**src/rtl/pc_unit_ras.sv**
```systemverilog
// rtl/pc_unit_ras.sv - program counter with stall, branch-with-link and circular return-address stack
//
// Purpose:
//   Fetch-stage program counter. Each cycle the next PC is chosen by priority:
//   reset, stall (hold everything), branch (sign-magnitude offset from
//   curr_pc + PIPE_OFFSET), ret (pop RAS top), write_enable (direct load),
//   otherwise sequential curr_pc + PC_STEP. A linked branch pushes the return
//   address curr_pc + PC_STEP onto a circular RAS; pushing while full
//   overwrites the oldest entry.
//
// Optional feature macro: PC_ALIGN_CHECK_EN
//   When defined, every load into the PC (branch target, ret target,
//   write_data) has bits [1:0] cleared and misalign_err pulses the cycle
//   after a load whose low bits were nonzero. When undefined, loads are
//   verbatim and misalign_err is tied 0.
//
// Ports:
//   clk, reset      clock (rising edge), synchronous active-high reset
//   stall           hold PC, RAS and sticky flags
//   branch, link    take branch; link additionally pushes a return address
//   ret             pop RAS top into the PC
//   branch_imm      sign-magnitude offset (MSB = subtract)
//   write_enable    load PC from write_data
//   curr_pc         registered PC
//   ras_empty/full  RAS occupancy status
//   ras_overflow    sticky: push while full
//   ras_underflow   sticky: ret while empty
//   misalign_err    one-cycle pulse (alignment check build only)

module pc_unit_ras #(
  parameter int               WIDTH       = 32,
  parameter int               RAS_DEPTH   = 4,
  parameter int               PC_STEP     = 4,
  parameter int               PIPE_OFFSET = 8,
  parameter logic [WIDTH-1:0] RESET_VEC   = '0
) (
  input  logic             clk,
  input  logic             reset,
  input  logic             stall,
  input  logic             branch,
  input  logic             link,
  input  logic             ret,
  input  logic [WIDTH-1:0] branch_imm,
  input  logic             write_enable,
  input  logic [WIDTH-1:0] write_data,
  output logic [WIDTH-1:0] curr_pc,
  output logic             ras_empty,
  output logic             ras_full,
  output logic             ras_overflow,
  output logic             ras_underflow,
  output logic             misalign_err
);

  localparam int PW = (RAS_DEPTH > 1) ? $clog2(RAS_DEPTH) : 1;
  localparam int CW = $clog2(RAS_DEPTH + 1);

  localparam logic [WIDTH-1:0] STEP   = WIDTH'(PC_STEP);
  localparam logic [WIDTH-1:0] OFFSET = WIDTH'(PIPE_OFFSET);
  localparam logic [CW-1:0]    FULL_C = CW'(RAS_DEPTH);

  logic [WIDTH-1:0] pc_q, pc_d;
  logic [WIDTH-1:0] ras_q [RAS_DEPTH];
  logic [WIDTH-1:0] ras_d [RAS_DEPTH];
  logic [PW-1:0]    wp_q, wp_d;
  logic [CW-1:0]    cnt_q, cnt_d;
  logic             ovf_q, ovf_d;
  logic             unf_q, unf_d;

  logic [WIDTH-1:0] seq_pc;
  logic [WIDTH-1:0] br_base;
  logic [WIDTH-1:0] br_mag;
  logic [WIDTH-1:0] br_tgt;
  logic [WIDTH-1:0] load_val;
  logic             load;
  logic [PW-1:0]    top_idx;
  logic             is_empty;
  logic             is_full;

  assign seq_pc   = pc_q + STEP;
  assign br_base  = pc_q + OFFSET;
  assign br_mag   = {1'b0, branch_imm[WIDTH-2:0]};
  assign br_tgt   = branch_imm[WIDTH-1] ? (br_base - br_mag) : (br_base + br_mag);
  // wp_q points at the next free slot, so the newest entry sits one below it;
  // the power-of-two depth makes the pointer wrap for free.
  assign top_idx  = wp_q - PW'(1);
  assign is_empty = (cnt_q == '0);
  assign is_full  = (cnt_q == FULL_C);

`ifdef PC_ALIGN_CHECK_EN
  logic mis_q, mis_d;
`endif

  always_comb begin
    pc_d     = pc_q;
    ras_d    = ras_q;
    wp_d     = wp_q;
    cnt_d    = cnt_q;
    ovf_d    = ovf_q;
    unf_d    = unf_q;
    load     = 1'b0;
    load_val = '0;
`ifdef PC_ALIGN_CHECK_EN
    mis_d    = 1'b0;
`endif
    if (!stall) begin
      if (branch) begin
        load     = 1'b1;
        load_val = br_tgt;
        if (link) begin
          // When full, slot wp_q holds the oldest entry, so writing there and
          // advancing the pointer overwrites it without touching the count.
          ras_d[wp_q] = seq_pc;
          wp_d        = wp_q + PW'(1);
          if (is_full) begin
            ovf_d = 1'b1;
          end else begin
            cnt_d = cnt_q + CW'(1);
          end
        end
      end else if (ret) begin
        if (is_empty) begin
          pc_d  = seq_pc;
          unf_d = 1'b1;
        end else begin
          load     = 1'b1;
          load_val = ras_q[top_idx];
          wp_d     = top_idx;
          cnt_d    = cnt_q - CW'(1);
        end
      end else if (write_enable) begin
        load     = 1'b1;
        load_val = write_data;
      end else begin
        pc_d = seq_pc;
      end

      if (load) begin
`ifdef PC_ALIGN_CHECK_EN
        pc_d  = {load_val[WIDTH-1:2], 2'b00};
        mis_d = |load_val[1:0];
`else
        pc_d  = load_val;
`endif
      end
    end
  end

  always_ff @(posedge clk) begin
    if (reset) begin
      pc_q  <= RESET_VEC;
      wp_q  <= '0;
      cnt_q <= '0;
      ovf_q <= 1'b0;
      unf_q <= 1'b0;
    end else begin
      pc_q  <= pc_d;
      wp_q  <= wp_d;
      cnt_q <= cnt_d;
      ovf_q <= ovf_d;
      unf_q <= unf_d;
    end
  end

  // Entry contents need no reset: a zero count makes them unreachable.
  always_ff @(posedge clk) begin
    ras_q <= ras_d;
  end

`ifdef PC_ALIGN_CHECK_EN
  always_ff @(posedge clk) begin
    if (reset) begin
      mis_q <= 1'b0;
    end else begin
      mis_q <= mis_d;
    end
  end
  assign misalign_err = mis_q;
`else
  assign misalign_err = 1'b0;
`endif

  assign curr_pc       = pc_q;
  assign ras_empty     = is_empty;
  assign ras_full      = is_full;
  assign ras_overflow  = ovf_q;
  assign ras_underflow = unf_q;

endmodule

```
**config.mk**
```make
export PLATFORM = sky130hd
export DESIGN_NAME = pc_unit_ras
export DESIGN_NICKNAME = d
export VERILOG_FILES = /design/src/rtl/pc_unit_ras.sv
export SDC_FILE = /design/constraint.sdc
export NUM_CORES = 1
export LEC_CHECK = 0
export BUFFER_PORTS_ARGS = -buffer_cell sky130_fd_sc_hd__buf_4
export CAP_MARGIN = 30
export CORE_MARGIN = 5
export CORE_UTILIZATION = 54
export DETAILED_ROUTE_END_ITERATION = 6
export PLACE_DENSITY_LB_ADDON = 0.12
export SLEW_MARGIN = 10
export SYNTH_ARGS = -nofsm -noshare
export SYNTH_HDL_FRONTEND = slang
export SYNTH_SLANG_ARGS = --single-unit
```
**constraint.sdc**
```tcl
create_clock -name clk -period 13.3 [get_ports clk]
set_input_delay 1.33 -clock clk [delete_from_list [all_inputs] [get_ports clk]]
set_output_delay 1.33 -clock clk [all_outputs]
set_load 0.02 [all_outputs]
```
==> results of run 1 <==
[sequential cells by signal, summed over array words and instances (netlist names)]
name	flops
ras_overflow	1
cnt_q	3
curr_pc	32
wp_q	2
ras_q	128
ras_underflow	1
[metrics by stage]
step	setup slack [ps]	area [um2]
floorplan	8130	10300
global placement	7730	11200
detailed placement	7620	11200
CTS	8070	11800
global route	7690	11800
finish	8000	11800
[where the power goes]
part / internal, mW / switching (mW)
registers: 0.587 / 0.0293
clock network: 0.270 / 0.236
logic: 0.154 / 0.213
total: 1.01 / 0.479
[cells in the final DEF (no fill, tap or decap), drive strengths merged, types with 6 or more instances in the layout]
master,Yosys,routed
a2111oi,7,7
a211oi,10,10
a21o,16,16
a21oi,98,98
a221o,6,6
a221oi,15,15
a22oi,7,7
a31oi,12,12
and3,12,12
buf,18,119
clkbuf,45,17
dfxtp,39,39
edfxtp,128,128
ha,38,38
inv,23,33
mux4,32,32
nand2,79,79
nand2b,8,8
nand3,27,27
nand4,10,10
nor2,95,95
nor2b,9,9
nor3,23,23
nor4,14,14
o21ai,43,43
xnor2,80,80
xor2,32,32
[worst max-delay path: cells and delay by family]
family          cells  cell delay, ps
xor+xnor            1             140
compound gates      4             940
buf+inv             1             120
fa+ha+maj           1             340
mux                 1             350
simple gates       11            2390
[path summary, 6_finish.rpt]
path / start / slack [ps] / cells past startpoint / to
max: branch_imm[10] / 8000 / 19 / curr_pc[27]
min: ras_underflow / 470 / 2 / ras_underflow
max reg2reg: curr_pc[4] / 8350 / 15 / curr_pc[27]
min reg2reg: ras_underflow / 470 / 2 / ras_underflow
[final cells by class]
type                       instances  area, um2
timing repair buffer             119        893
sequential                       167       4630
fill                            1577       6920
clock buffer                      17        425
multi-input combinational        735       5340
clock inverter                    15        175
tap                              234        293
inverter                          24       90.1
[routing by layer]
metal  routed length, um  vias to the layer above  share of wire (%)
met3                1790                       51                6.5
met5                   0                        -                  0
met4                 789                        0                2.9
met1               11500                     3862                 42
li1                    -                     3853                  -
met2               13500                      307                 49
[cell families after synthesis]
family / after synthesis
XOR/XNOR: 112
multiplexers: 35
adder cells (fa/ha/maj): 40
other: 1
flip-flops: 167
AND/OR/NAND/NOR: 299
AO/OA/AOI/OAI: 248
buffers and inverters: 87
==> metrics.md, run 1 <==
| Metric | Value |
|---|---|
| Routed vias/inst | 6.16 |
| DRT Pass-1 Iters | 5 |
| H-tree levels | 4 |
| Initial DRC count | between 700 and 800 |
| Final min period | between 5000 and 6000 ps |
| Setup TNS | 0 ps |
| Worst path slowest cell | or4_1 |
| P per Cell Area | ~130 nW/um2 |
| Final hold vios | 0 |
| Ranking of synthesized cells by area | edfxtp_1 37%, dfxtp_1 7.6%, mux4_2 7.0% |
| Row cnt | 50 |
| CTS root buf | clkbuf_16 |
| Mapped Area | between 10000 and 15000 um2 |
| Clock Latency Late Sink | between 400 and 500 ps |
| Largest net degree at the start of global routing | 43 |
| Max Root-Sink Buffers | 2 |
| CP endpoint kind | flip-flop |
| Worst-path cell chain | buf_4 > or4_1 > or3_4 > nor2_4 > nand2_1 > nor2_1 > nand3_1 > nor4_1 > nor2_1 > xnor2_1 > ha_1 > and3_1 > and2_1 > a221oi_1 > o21ai_1 > and2_1 > o21ai_1 > mux2_2 > a2111oi_2 |
| Met1 usage | roughly a third |
| Endpoints failing setup | 0 |
| Grt ovf | 0 |
| CTS tree | done |
| Layout cells sized above 1 | between 10% and 20% |
| RSZ-0062 raised after global routing | no |
| IO buf count | between 100 and 150 |
| Area share of fa/ha/maj cells after synthesis | roughly 5% |
| Setup CP Type | in2reg |
| Synth Area in Compound Gates | between 10% and 20% |
| GR Util All Layers | between 20% and 30% |
| Crit path required time | ~14000 ps |
| Via Count | just over 8000 |
| Max Clock Skew | 12.3 ps |
| IO Count | around 110 |
| Dpl cells | 1279 |
| Syn-to-layout area delta | 14.7% |
| Mean Syn Cell Area | between 10 and 15 um2 |
| Xor/xnor cell area share of the yosys netlist | under 10% |
| Post-Layout Cell Count | approximately 1300 |
| Startpoint Class | input port |
| Worst-path clk slew | approximately 80 ps |
| Most Crowded Layer GR | met2 |
| Initial antenna violation count | 0 |
| Post-synth EDFFs | about 130 |
| HPWL Detailed | around 20 mm |
| # Max-Cap Violations | 0 |
| Slew Viols, Final | 0 |
| Post CTS Setup Buffer Count | 0 |
| Maximum VDD drop | between 0.09 and 0.1 mV |
| Post-CTS sizing | 0 |
| Slew margin rel. | roughly 45% |
| DRC | 0 |
| Worst Path Max Fanout | 5 |
| DRT Wirelength | approximately 28 mm |
| Power Total | 1.49 mW |
| Mux cell area share after synthesis | ~7.3% |
| Main combinational cell family by area after synthesis | compound AO/OA/AOI/OAI gates |
| Vias in the first global route | between 8000 and 9000 |
| # clock sinks | approximately 170 |
| First-pass GRT wire length | approximately 43 mm |
| Post-synth top area share | between 30 and 40% |
| Yosys cell types | 73 |
| Antenna viol nets, final | 0 |
| Drt wl/cell | 21.1 um |
| Synth async-reset ratio | 0% |
| Seq/Total Area, Yosys | between 40 and 50% |
| Post-CTS Hold Fix Bufs | 0 |
| Routability Congestion | about 0.93 |
| CORE AREA | 18800 um2 |
| Net count after synthesis | 1100 |
| Synth warn | 0 |
| Simple-gate portion of the synthesized area | roughly 14% |
| Worst hold path type | reg2reg |
| GR Util met3 | under 10% |
| GRT met2 Usage | 42.5% |
| Final Cycle Share | between 30% and 40% |
| Ant diodes | 0 |
| Post-Synthesis Cells | 989 |
| Die area | 22000 um2 |
| Worst Max-Slew Pin Slew | 812 ps |
| Fin util | a little over three fifths |
| Chip height | 148 um |
| Inserted Clock Buffers | 17 |
| Post-synthesis register bit count | approximately 170 |
| Die X | approximately 150 um |
| Most instantiated library cell after synthesis | edfxtp_1 |
| Final #Nets | approximately 1200 |
| Status | finished clean |
| Hold Slack | 472 ps |
| WP data arrival | roughly 5600 ps |
| Cell taking the most area after synthesis | edfxtp_1 |
| Synth top cells by count | 128 x edfxtp_1, 97 x a21oi_1, 93 x nor2_1 |
| Crit-path max cell delay | approximately 530 ps |
| Initial Util | 55.0% |
| Fmax | between 150 and 200 MHz |
| Leak | around 4.4 nW |
| Most used DFF post-synth | edfxtp_1 |
No activity file was read; power rests on OpenSTA's default activity.
==> run 2, diff against run 1 <==
--- a/config.mk
+++ b/config.mk
@@ -5,6 +5,7 @@
 export SDC_FILE = /design/constraint.sdc
 export NUM_CORES = 1
 export LEC_CHECK = 0
+export ABC_AREA = 1
 export BUFFER_PORTS_ARGS = -buffer_cell sky130_fd_sc_hd__buf_4
 export CAP_MARGIN = 30
 export CORE_MARGIN = 5
==> constraint.sdc (replaced) <==
create_clock -name clk -period 5.1 [get_ports clk]
set_input_delay 0.51 -clock clk [delete_from_list [all_inputs] [get_ports clk]]
set_output_delay 0.51 -clock clk [all_outputs]
set_load 0.02 [all_outputs]
==> metrics.md, run 2 <==
| Metric | Value |
|---|---|
| Leak | 5.58 nW (+26%) |
| Hold Crit Depth | 3 (+1) |
| Synth warn | 0 (unchanged) |
| Synth async-reset ratio | 0% (unchanged) |
| DRC | 0 (unchanged) |
| Setup TNS | 0 ps (unchanged) |
| Combinational share of power | 27.7% (+3.1 points) |
| Final #Nets | 1672 (+42%) |
| Inserted Clock Buffers | 17 (unchanged) |
| Initial Util | 54.2% (-0.80 points) |
| Setup CP Type | reg2reg |
| Most used DFF post-synth | edfxtp_1 |
| Most flop-heavy register | ras_q |
| Mapped Area | 11300 um2 (+9.3%) |
| IO buf count | 106 (unchanged) |
| GR Util All Layers | 28.2% (+2.8 points) |
| Finished Cell Area | 12900 um2 (+8.7%) |
| Clock network fraction of design power | 31.6% (-2.4 points) |
| Post-CTS Hold Fix Bufs | 0 (unchanged) |
| Crit-path max cell delay | 560 ps (+30 ps) |
| Slew Viols, Final | 0 (unchanged) |
| Crit path required time | 5390 ps (-8250 ps) |
| Hold endpoint | ras_underflow |
| Switching power | 1.33 mW (+180%) |
| Final min period | approximately 3600 ps |
| Initial antenna violation count | 0 (unchanged) |
| Worst-path cell chain | nand2_1 > nor2_1 > inv_1 > nor2_1 > inv_1 > nor2_1 > xor2_1 > ha_1 > nand2_1 > nor2_1 > inv_1 > o21ai_0 > inv_1 > nand2_1 > a21oi_1 > o21ai_0 > a21oi_1 |
| Syn-to-layout area delta | 14.0% |
| Layout cells sized above 1 | 12.1% (-7.1 points) |
| Grt ovf | 0 (unchanged) |
| Slew margin rel. | 43.5% (-1.8 points) |
| Dpl cells | 1817 (+42%) |
| First-pass GRT wire length | 52.2 mm (+20%) |
| WP data arrival | 3870 ps (-1760 ps) |
| Routability Congestion | 1.00 (+7.8%) |
| Final hold vios | 0 (unchanged) |
| Net count after synthesis | 1589 (+44%) |
| Post CTS Setup Buffer Count | 0 (unchanged) |
| Power Total | 3.93 mW (+160%) |
| Startpoint Class | flip-flop |
| Antenna viol nets, final | 0 (unchanged) |
| Cell Int Power | 2.61 mW (+160%) |
| Worst hold path type | in2reg |
| Ant diodes | 0 (unchanged) |
| Vias in the first global route | 9579 (+19%) |
| Worst Path Max Fanout | 7 (+2) |
| CP endpoint kind | flip-flop |
| Routed vias/inst | 5.57 (-9.6%) |
| Reg area | 4630 um2 (unchanged) |
| Cell taking the most area after synthesis | edfxtp_1 |
| Origin of the critical flop-to-flop path | curr_pc[5] |
| Fmax | 279 MHz |
| Endpoints failing setup | 0 (unchanged) |
| P per Cell Area | 305 nW/um2 (+140%) |
| Mean Syn Cell Area | 7.64 um2 (-27%) |
| Largest net degree at the start of global routing | 68 (+58%) |
| Synth top cells by count | 316 x nand2_1, 184 x nor2_1, 181 x inv_1 |
| Commonest cells after routing, fill and taps aside | 316 x nand2_1, 180 x inv_1, 180 x nor2_1 |
| Worst R2R Setup Slack | 1520 ps (-6830 ps) |
| H-tree levels | 4 (unchanged) |
| CTS root buf | clkbuf_16 |
| Worst path slowest cell | dfxtp_1 |
| Final Cycle Share | a little over two thirds |
| Seq pwr share | 40.6% (-0.8 points) |
| Post-placement cell area | 12300 um2 (+9.4%) |
| Chip height | 155 um (+4.3%) |
| Worst Max-Slew Pin Slew | 846 ps (+33.6 ps) |
| Multi-input logic area | 5710 um2 (+6.8%) |
| Worst Reg-to-Reg Cells | 17 (+2) |
| Via Count | 10300 (+28%) |
| Initial DRC count | 614 (-23%) |
| Max Root-Sink Buffers | 2 (unchanged) |
| HPWL Detailed | 25.5 mm (+31%) |
| Row cnt | 53 (+6.0%) |
| Commonest non-fill, non-tap cell in the layout | nand2_1 |
| Post-synth EDFFs | 128 (unchanged) |
| Ranking of synthesized cells by area | edfxtp_1 34%, nand2_1 11%, dfxtp_1 6.9% |
| Hold Path Origin | ret |
| IO Count | 108 (unchanged) |
| CORE AREA | 20800 um2 (+11%) |
| Post-synth top area share | 34.0% (-3.2 points) |
| # Max-Cap Violations | 0 (unchanged) |
| RSZ-0062 raised after global routing | no |
| Drt wl/cell | 18.5 um (-12%) |
| Post-synthesis register bit count | 167 (unchanged) |
| Yosys cell types | 52 (-29%) |
| Most instantiated library cell after synthesis | nand2_1 |
| Post-CTS sizing | 0 (unchanged) |
| Maximum VDD drop | 0.216 mV (+120%) |
| Max Clock Skew | 13.2 ps (+0.945 ps) |
| Fin util | 61.8% (-1.3 points) |
| CTS tree | done |
| DRT Wirelength | 34.1 mm (+24%) |
| FF-to-FF End | curr_pc[17] |
| Die X | 155 um (+4.3%) |
| Post-Layout Cell Count | 1849 (+41%) |
| Clock Latency Late Sink | 420 ps (-20 ps) |
| Status | finished clean |
| Fillcell total | 1933 (+23%) |
| Max FFs per register | 128 (unchanged) |
| Seq/Total Area, Yosys | 40.9% (-3.8 points) |
| DRT Pass-1 Iters | 5 (unchanged) |
| Switching Fraction | 33.7% (+1.6 points) |
| Worst-path clk slew | 70 ps (about the same) |
| Post-Synthesis Cells | 1478 (+49%) |
| # clock sinks | 167 (unchanged) |
| Die area | 23900 um2 (+8.7%) |
-- run 2: worst max-delay path by stage --
stage	depth (start not counted)	slack, ps	startpoint	to
after global routing	19	1350	curr_pc[5]	curr_pc[23]
after CTS	19	1580	curr_pc[5]	curr_pc[25]
after floorplan	27	2160	branch_imm[0]	curr_pc[31]
after global placement	22	1460	branch_imm[2]	curr_pc[31]
after detailed placement	24	1400	branch_imm[2]	curr_pc[31]
final	17	1520	curr_pc[5]	curr_pc[17]
-- run 2: per-stage QoR --
stage | hold slack (ps) | setup WS [ps]
finish | 379 | 1520
global route | 385 | 1350
CTS | 365 | 1580
detailed placement | 443 | 1400
global placement | 439 | 1460
floorplan | 471 | 2160
-- run 2: area by class of cell --
cell class / count / area share (%)
clock inverter: 12 / 0.894
clock buffer: 20 / 3.55
multi-input combinational: 1071 / 44.3
sequential: 167 / 35.9
timing repair buffer: 118 / 7.19
tap: 275 / 2.67
inverter: 186 / 5.42
-- run 2: worst max-delay path: cells and delay by family, from the launching register on --
kind,cells,cell delay [ps]
buffers and inverters,4,400
XOR/XNOR,1,170
AND/OR/NAND/NOR,7,1210
flip-flops,1,560
adder cells (fa/ha/maj),1,390
AO/OA/AOI/OAI,4,710
-- run 2: power groups by stage --
| stage | Combinational [mW] | Clock, mW | Sequential [mW] |
|---|---|---|---|
| finish | 1.09 | 1.24 | 1.60 |
| global route | 1.21 | 1.32 | 1.60 |
| CTS | 1.08 | 1.25 | 1.59 |
| detailed placement | 1.07 | 0 | 1.62 |
| global placement | 1.05 | 0 | 1.62 |
| floorplan | 0.694 | 0 | 1.63 |
-- run 2: cell families after synthesis --
kind of cell	synth area share (%)
muxes	0.0886
AOI/OAI and AO/OA	15.6
and+or+nand+nor	23.8
adders and majority gates	4.56
xor gates and xnor gates	6.41
buffers and inverters	8.60
other	0.0332
DFF	40.9
-- run 2: layer usage --
| metal | part of all wire [%] | wire (um) | track usage [%] | up-vias |
|---|---|---|---|---|
| met4 | 3.6 | 1230 | 11.6 | 0 |
| met1 | 42 | 14500 | 39.2 | 4714 |
| met3 | 8.1 | 2760 | 4.06 | 69 |
| met2 | 46 | 15700 | 44.5 | 435 |
| met5 | 0 | 0 | 0 | - |
| li1 | - | - | - | 5076 |
